$ cat config.mk
export PLATFORM = sky130hd
export DESIGN_NAME = wb_dma_copy
export DESIGN_NICKNAME = d
export VERILOG_FILES = /design/src/rtl/wb_dma_copy.sv
export SDC_FILE = /design/constraint.sdc
export NUM_CORES = 1
export LEC_CHECK = 0
export ABC_AREA = 0
export ABC_CLOCK_PERIOD_IN_PS = 7650
export CAP_MARGIN = 20
export CORE_AREA = 2 2 136 138
export DETAILED_ROUTE_END_ITERATION = 8
export DIE_AREA = 0 0 138 140
export HOLD_SLACK_MARGIN = 0.08
export PLACE_DENSITY = 0.82
export SKIP_CTS_REPAIR_TIMING = 1
export SYNTH_ARGS = -nofsm -noshare
export SYNTH_HDL_FRONTEND = slang
export SYNTH_SLANG_ARGS = --single-unit
$ cat constraint.sdc
create_clock -name clk_i -period 7.65 [get_ports clk_i]
set_input_delay 0.765 -clock clk_i [delete_from_list [all_inputs] [get_ports clk_i]]
set_output_delay 0.765 -clock clk_i [all_outputs]
set_load 0.01 [all_outputs]
$ cat src/rtl/wb_dma_copy.sv
// wb_dma_copy: Wishbone block-copy initiator.
// Moves len_i 32-bit words from src_adr_i to dst_adr_i, one read cycle then
// one write cycle per word, with an idle bus cycle after every phase so that
// slaves which toggle ack under a held strobe never see back-to-back strobes.
// A per-phase watchdog aborts a phase that is never acknowledged.
module wb_dma_copy #(
    parameter int LEN_W   = 16,
    parameter int TIMEOUT = 256
) (
    input  logic             clk_i,
    input  logic             rst_i,
    input  logic             start_i,
    input  logic [31:0]      src_adr_i,
    input  logic [31:0]      dst_adr_i,
    input  logic [LEN_W-1:0] len_i,
    output logic             busy_o,
    output logic             done_o,
    output logic             err_o,
    output logic             wb_cyc_o,
    output logic             wb_stb_o,
    output logic             wb_we_o,
    output logic [31:0]      wb_adr_o,
    output logic [31:0]      wb_dat_o,
    input  logic [31:0]      wb_dat_i,
    output logic [3:0]       wb_sel_o,
    input  logic             wb_ack_i
);

    // Watchdog counts 0..TIMEOUT-1; the phase aborts on the cycle the count
    // would reach TIMEOUT, so the strobe is high for exactly TIMEOUT cycles.
    localparam int              WD_W    = (TIMEOUT > 1) ? $clog2(TIMEOUT) : 1;
    localparam logic [WD_W-1:0] WD_LAST = WD_W'((TIMEOUT > 0) ? TIMEOUT - 1 : 0);
    localparam logic [WD_W-1:0] WD_ONE  = WD_W'(1);
    localparam bit              WD_EN   = (TIMEOUT > 0);
    localparam logic [31:0]     ADR_MASK = 32'hFFFF_FFFC;

    typedef enum logic [2:0] {
        S_IDLE  = 3'd0,
        S_RD    = 3'd1,
        S_GAP_R = 3'd2,
        S_WR    = 3'd3,
        S_GAP_W = 3'd4,
        S_FIN   = 3'd5
    } state_t;

    state_t           state_q, state_d;
    logic [31:0]      src_q, src_d;
    logic [31:0]      dst_q, dst_d;
    logic [31:0]      buf_q, buf_d;
    logic [LEN_W-1:0] cnt_q, cnt_d;
    logic [WD_W-1:0]  wdog_q, wdog_d;
    logic             err_d;
    logic             cyc_d;
    logic             we_d;
    logic             busy_d;
    logic             done_d;
    logic [31:0]      adr_d;
    logic [31:0]      dat_d;
    logic             phase_ack;
    logic             wd_hit;

    // Ack only counts while our strobe is up; gap cycles ignore it.
    assign phase_ack = wb_stb_o & wb_ack_i;
    assign wd_hit    = WD_EN && (wdog_q == WD_LAST);
    assign wb_sel_o  = 4'hF;

    // Next-state, datapath updates and next values of the registered outputs.
    always_comb begin
        state_d = state_q;
        src_d   = src_q;
        dst_d   = dst_q;
        cnt_d   = cnt_q;
        buf_d   = buf_q;
        wdog_d  = wdog_q;
        err_d   = err_o;

        case (state_q)
            S_IDLE: begin
                if (start_i) begin
                    err_d = 1'b0;
                    if (len_i != '0) begin
                        src_d   = src_adr_i & ADR_MASK;
                        dst_d   = dst_adr_i & ADR_MASK;
                        cnt_d   = len_i;
                        wdog_d  = '0;
                        state_d = S_RD;
                    end else begin
                        // Empty copy: report completion without touching the bus.
                        state_d = S_FIN;
                    end
                end
            end
            S_RD: begin
                if (phase_ack) begin
                    buf_d   = wb_dat_i;
                    state_d = S_GAP_R;
                end else if (wd_hit) begin
                    err_d   = 1'b1;
                    state_d = S_FIN;
                end else begin
                    wdog_d = wdog_q + WD_ONE;
                end
            end
            S_GAP_R: begin
                wdog_d  = '0;
                state_d = S_WR;
            end
            S_WR: begin
                if (phase_ack) begin
                    src_d   = src_q + 32'd4;
                    dst_d   = dst_q + 32'd4;
                    cnt_d   = cnt_q - LEN_W'(1);
                    state_d = (cnt_q == LEN_W'(1)) ? S_FIN : S_GAP_W;
                end else if (wd_hit) begin
                    // Aborted writes are dropped, not retried.
                    err_d   = 1'b1;
                    state_d = S_FIN;
                end else begin
                    wdog_d = wdog_q + WD_ONE;
                end
            end
            S_GAP_W: begin
                wdog_d  = '0;
                state_d = S_RD;
            end
            S_FIN: begin
                state_d = S_IDLE;
            end
            default: begin
                state_d = S_IDLE;
            end
        endcase

        // Outputs are decoded from the next state so they come straight off flops.
        cyc_d  = (state_d == S_RD) || (state_d == S_WR);
        we_d   = (state_d == S_WR);
        busy_d = cyc_d || (state_d == S_GAP_R) || (state_d == S_GAP_W);
        done_d = (state_d == S_FIN);
        adr_d  = '0;
        dat_d  = '0;
        if (state_d == S_RD) begin
            adr_d = src_d;
        end else if (state_d == S_WR) begin
            adr_d = dst_d;
            dat_d = buf_d;
        end
    end

    // State, datapath and output registers; async reset drops the bus at once.
    always_ff @(posedge clk_i or posedge rst_i) begin
        if (rst_i) begin
            state_q  <= S_IDLE;
            src_q    <= '0;
            dst_q    <= '0;
            buf_q    <= '0;
            cnt_q    <= '0;
            wdog_q   <= '0;
            err_o    <= 1'b0;
            busy_o   <= 1'b0;
            done_o   <= 1'b0;
            wb_cyc_o <= 1'b0;
            wb_stb_o <= 1'b0;
            wb_we_o  <= 1'b0;
            wb_adr_o <= '0;
            wb_dat_o <= '0;
        end else begin
            state_q  <= state_d;
            src_q    <= src_d;
            dst_q    <= dst_d;
            buf_q    <= buf_d;
            cnt_q    <= cnt_d;
            wdog_q   <= wdog_d;
            err_o    <= err_d;
            busy_o   <= busy_d;
            done_o   <= done_d;
            wb_cyc_o <= cyc_d;
            wb_stb_o <= cyc_d;
            wb_we_o  <= we_d;
            wb_adr_o <= adr_d;
            wb_dat_o <= dat_d;
        end
    end

endmodule

==> reports/metrics.yaml <==
synth:
  yosys_most_used_dff: "dfrtp_1"
  syn-cell-area_mm2: 0.00901
  synthXorXnorAreaFrac: 0.00194
  synth-edff-count: 0
  synth_top_family_by_area: "simple AND/OR/NAND/NOR gates"
  syn_inst: 872
  seq_area_frac_synth: 0.533
  async_flop_share: 1.00
  synthAdderAreaFrac: 0.00694
  synth_compound_area_frac: 0.174
  synth_cell_types: 69
  ys_ff_latch: 192
  synth_simple_gate_area_frac: 0.196
  synth_warnings: 0
  synthMuxAreaShare: 0.0522
  syn_avg_cell_area_um2: 10.3
hold_path:
  hold_class: "reg -> reg"
  whs_path_depth: 1
timing:
  hold_viol_final: 0
  max_freq_ghz: 0.279
  worst_slack_ns: 4.06
  slew_viol_final: 0
  finalSetupViolations: 0
  slew_headroom: 0.359
  rsz0062_at_grt: "false"
  final.setup.tns_ns: 0
  fin_skew_ns: 0.00927
  fin_crit_ns: 3.59
  tightest_slew_ns: 0.962
  hold_ws_ns: 0.482
  fin_crit_sh: 0.469
power_and_ir_drop:
  power_frac_comb: 0.400
  vdd_drop_max_mv: 0.189
  p_int_w: 0.00277
  seqPwrFrac: 0.384
  pwr_density_cell_mw_per_mm2: 383
  switching_share: 0.377
  p_switching_w: 0.00168
  power_leakage_nw: 4.92
  clkPwrFrac: 0.216
setup_path:
  critPathMaxStageDelay_ns: 0.82
  startpoint_type: "primary input"
  cpMaxStageDelayCell: "nand2_1"
  cp.required_ns: 7.97
  crit_chain: "clkdlybuf4s50_1 -> nor4_1 -> nand4_1 -> nand2_1 -> nand2_1 -> o21a_1 -> o22a_1"
  arrival_ns: 3.91
  cp_common_cell: "nand2_1"
  worstSetupEndpointType: "register"
  crit_fanout: 18
  critPathKind: "in -> reg"
  reg2regPathDepth: 7
routing:
  first_iter_violations: 817
  first_pass_iters: 5
  wirelength_mm: 24.3
  vias_per_cell: 6.09
  routedWlPerCell_um: 19.0
  drc_errors: 0
  num_vias: 7787
  detail-route-antenna-nets: 0
clock_network:
  htreeDepth: 4
  cts_num_sinks: 192
  cts_root_buf: "clkbuf_16"
  clkSlewWorstSetupHoldPaths_ns: 0.07
  cts.path.max_buffers: 2
  numCtsBuffers: 17
  tritoncts: "yes"
  clkLatencyLatePin_ns: 0.43
global_routing:
  grt_pass1_vias: 7301
  grt_pass1_wl_mm: 39.1
  antenna_found_initial: 1
  track_usage: 0.254
  grt_overflow: 0
  grt_max_degree: 98
layout:
  syn2layout_area_growth_pct: 28.9
  num-nets-final: 1157
  drive_above_1_share: 0.0877
  fin_cells: 1279
  nFillCells: 1421
place:
  dpl.hpwl_mm: 16.8
  gp_congestion: 0.909
  place_inst: 1244
  port_buffers: 181
  place_ws_ns: 3.67
die:
  die_area_mm2: 0.0193
  die_height_um: 140
  die_w_um: 138
  io_pins: 190
  start_util: 0.507
  num_rows: 49
  core_area_mm2: 0.0178
status:
  status: "finished, final reports clean"
run:
  max-cap-violations: 0
## layer usage
metal,share of wire,track usage
met1,0.43,0.359
met2,0.47,0.395
met3,0.078,0.0537
met4,0.019,0.0870
met5,0,0
## synthesized netlist by cell type (3+ instances only)
| master | number | area, um^2 |
|---|---|---|
| o311ai_0 | 7 | 61.3 |
| a22oi_1 | 6 | 45.0 |
| nor3b_1 | 3 | 22.5 |
| a21oi_1 | 36 | 180 |
| nor3_1 | 18 | 90.1 |
| and3_1 | 9 | 56.3 |
| buf_2 | 16 | 80.1 |
| mux2_2 | 32 | 360 |
| nor4_1 | 12 | 75.1 |
| and2_1 | 40 | 250 |
| and4_1 | 4 | 35.0 |
| o32ai_1 | 3 | 26.3 |
| a22o_1 | 29 | 254 |
| buf_6 | 3 | 33.8 |
| a21o_1 | 11 | 82.6 |
| inv_1 | 17 | 63.8 |
| nor2_1 | 57 | 214 |
| a221o_1 | 20 | 200 |
| ha_1 | 5 | 62.6 |
| dfrtp_1 | 192 | 4800 |
| o21ai_1 | 6 | 30.0 |
| mux2i_1 | 11 | 110 |
| o31ai_1 | 3 | 22.5 |
| nand2_1 | 85 | 319 |
| o22ai_1 | 6 | 37.5 |
| a31oi_1 | 13 | 81.3 |
| clkbuf_1 | 24 | 90.1 |
| or3_1 | 11 | 68.8 |
| nand3_1 | 52 | 260 |
| a211o_1 | 3 | 26.3 |
| o21ai_0 | 40 | 200 |
| nand2b_1 | 5 | 31.3 |
| o211ai_1 | 20 | 150 |
| nand4_1 | 25 | 156 |
| buf_4 | 5 | 37.5 |
## flip-flops by register name, indices dropped and copies added, names as in the netlist, 3 cells and up
name and count:
src_q 32, dst_q 32, state_q 3, wb_adr_o 32
wb_dat_o 32, cnt_q 16, buf_q 32, wdog_q 8
## final timing paths
path	from	end	slack, ns
min in group asynchronous	rst_i	wb_dat_o[23]	0.87
min	dst_q[0]	dst_q[0]	0.48
min reg2reg	dst_q[0]	dst_q[0]	0.48
max	len_i[11]	cnt_q[13]	4.06
max in group asynchronous	rst_i	src_q[30]	5.54
max reg2reg	state_q[2]	wb_adr_o[8]	4.43
## logic make-up after synthesis
group	after synthesis
mux	43
simple gates	338
other cells	1
fa+ha+maj	5
flops	192
buf+inv	69
xor+xnor	2
compound gates	222
## worst max-delay path, delay by kind of cell
kind / cells / cell delay [ns]
compound gates: 2 / 0.44
buf+inv: 1 / 0.44
simple gates: 4 / 2.25
## stage by stage
stage	area [um^2]	utilization	power [W]
floorplan	9020	-	0.00283
global placement	10900	0.616	0.00341
detailed placement	10900	0.616	0.00347
CTS	11600	0.652	0.00445
global route	11600	0.653	0.00473
finish	11600	0.653	0.00445
## cell type report
| type | instances | area [um^2] | area share |
|---|---|---|---|
| Antenna cell | 1 | 2.50 | 0.000215 |
| Clock buffer | 17 | 425 | 0.0366 |
| Clock inverter | 15 | 216 | 0.0186 |
| Inverter | 19 | 76.3 | 0.00657 |
| Multi-Input combinational cell | 614 | 3900 | 0.336 |
| Sequential cell | 192 | 4800 | 0.414 |
| Tap cell | 229 | 287 | 0.0247 |
| Timing Repair Buffer | 192 | 1900 | 0.164 |
## power groups by stage
stage,logic (W),registers [W],clock network [W]
final,0.00178,0.00171,0.000960
after global routing,0.00195,0.00176,0.00102
after CTS,0.00177,0.00171,0.000977
after detailed placement,0.00176,0.00172,0
after global placement,0.00171,0.00169,0
after floorplan,0.00112,0.00171,0
## cells in the final DEF (no fill, tap or decap), types with 6 or more instances in the layout
master and count:
a21o_1 11, a21oi_1 36, a221o_1 20, a22o_1 29, a22oi_1 6, a31oi_1 13
and2_1 39, and3_1 9, buf_4 10, clkbuf_16 17, clkdlybuf4s50_1 181, dfrtp_1 192
inv_1 16, inv_8 6, mux2_2 32, mux2i_1 11, nand2_1 85, nand3_1 52
nand4_1 25, nor2_1 57, nor3_1 17, nor4_1 12, o211ai_1 20, o21ai_0 40
o21ai_1 6, o22ai_1 6, o311ai_0 7, or3_1 11
No activity file was read; power rests on OpenSTA's default activity.
==> variant (same flow settings) <==
`LEN_W`: 16 -> 32.
--- a/src/rtl/wb_dma_copy.sv
+++ b/src/rtl/wb_dma_copy.sv
@@ -4,7 +4,7 @@
 // slaves which toggle ack under a held strobe never see back-to-back strobes.
 // A per-phase watchdog aborts a phase that is never acknowledged.
 module wb_dma_copy #(
-    parameter int LEN_W   = 16,
+    parameter int LEN_W   = 32,
     parameter int TIMEOUT = 256
 ) (
     input  logic             clk_i,
Ports: changed (resized len_i); port bits go from 190 to 206. No check against the original RTL was run, so the function may have changed too.
==> variant against the original RTL <==
- first-iteration DRC count shrank 23%
- maximum frequency grew 4.5%
- register-to-register slack lost 0.13 ns
- power grew 14%
- final area grew 11%
- combinational power grew 11%
- via count grew 11%
- synthesized area grew 11%
- routed wire length grew 11%
- sequential share of layout area shrank 1.1 points
- sequential cell count grew 16
- setup slack gained 0.16 ns
- largest power group unchanged
==> variant: results <==
[clock_network]
htree_num_levels = 1
cts_made_buffers = 23
clk_latency_ns = 0.51
clock_path_buffers = 3

[logic_synthesis]
syn_inst = 977
synthTopCellsByArea = "dfrtp_1 (52%), nand2_1 (3.9%), mux2_2 (3.8%)"
synthTopCellsByCount = "dfrtp_1 (208), nand2_1 (105), nand3_1 (65)"
ys_seq_area_frac = 0.520
synthDistinctLibCells = 72

[global_route]
antenna_found_initial = 2
grt_pass1_wl_mm = 44.0
grt_max_degree = 126

[power]
leakagePower_uw = 0.00529
ir_worst_vdd_v = 0.000254

[route]
post_drt_wl_per_cell_um = 19.4
drt_iter0_drc = 632
via_per_inst = 6.20
routed.top_layer = "met5"
wl_met3_mm = 2.23
wl_met2_mm = 12.9
routed_wl_mm = 27.1

[placement]
io_buffers = 197
place_congestion = 0.893
placed_area_um2 = 12100
placedCellCount = 1354
dp_hpwl_mm = 18.0
dp_slack_ns = 3.85

[layout]
nNetsFinal = 1288
drive_above_1_share = 0.0967

[critical_path]
arrival_ns = 3.83
path_max_fanout = 15
worstReg2RegEnd = "wb_adr_o[23]"
reg2reg_slack_ns = 4.30
r2r-start = "state_q[0]"
critical-path-slowest-cell = "nor4_2"
r2r_cells = 8

[run_status]
outcome = "finished, final reports clean"

[sta]
hold-worst-slack_ns = 0.490
maxSlewHeadroom = 0.443

[min_path]
worstHoldEndpoint = "buf_q[13]"
worstHoldStart = "buf_q[13]"
==> variant: changes by cell type in the layout (fill, tap and decap cells not counted), sizes merged, moves of 8 or more <==
cell / delta
clkbuf: +18
nor3: +8
a221o: -11
o211ai: +13
nand2: +20
o2bb2ai: +10
or4: +8
nor4: +14
nand3: +14
dfrtp: +16
inv: -8
clkdlybuf4s50: +16
a22o: +10
==> variant: how the worst max path moves through the flow <==
stage	start	endpoint	slack, ns	cells after the start
after global placement	wb_ack_i	wb_adr_o[26]	3.80	7
after detailed placement	len_i[4]	cnt_q[2]	3.85	9
after floorplan	rst_i	buf_q[0]	1.20	1
after global routing	state_q[1]	wb_adr_o[23]	4.09	8
after CTS	wb_ack_i	wb_adr_o[26]	4.35	7
final	wb_ack_i	wb_adr_o[26]	4.22	7
==> variant: area by class of cell <==
| class | instances | area [um^2] |
|---|---|---|
| sequential | 208 | 5200 |
| fill | 1269 | 4850 |
| multi-input combinational | 695 | 4500 |
| timing repair buffer | 207 | 2070 |
| clock buffer | 35 | 711 |
| tap | 229 | 287 |
| clock inverter | 7 | 91.3 |
| inverter | 16 | 67.6 |
| antenna | 1 | 2.50 |
==> variant: metal layers <==
layer  global-route usage  vias to the layer above
met5                    0                        -
met4               0.0924                        2
met3               0.0523                       64
met2                0.449                      390
met1                0.381                     4225
li1                     -                     3990
==> variant: power by group <==
group          switching [uW]  internal (uW)  total (uW)
Clock                     446            707        1150
Combinational            1070            915        1980
Sequential                388           1580        1960
Total                    1900           3200        5100
==> variant: logic make-up after synthesis <==
group	Yosys count	synth area share
simple gates	396	0.213
flops	208	0.520
buf+inv	77	0.0341
other cells	1	0.000374
fa+ha+maj	5	0.00625
compound gates	247	0.179
xor+xnor	1	0.000875
mux	42	0.0462
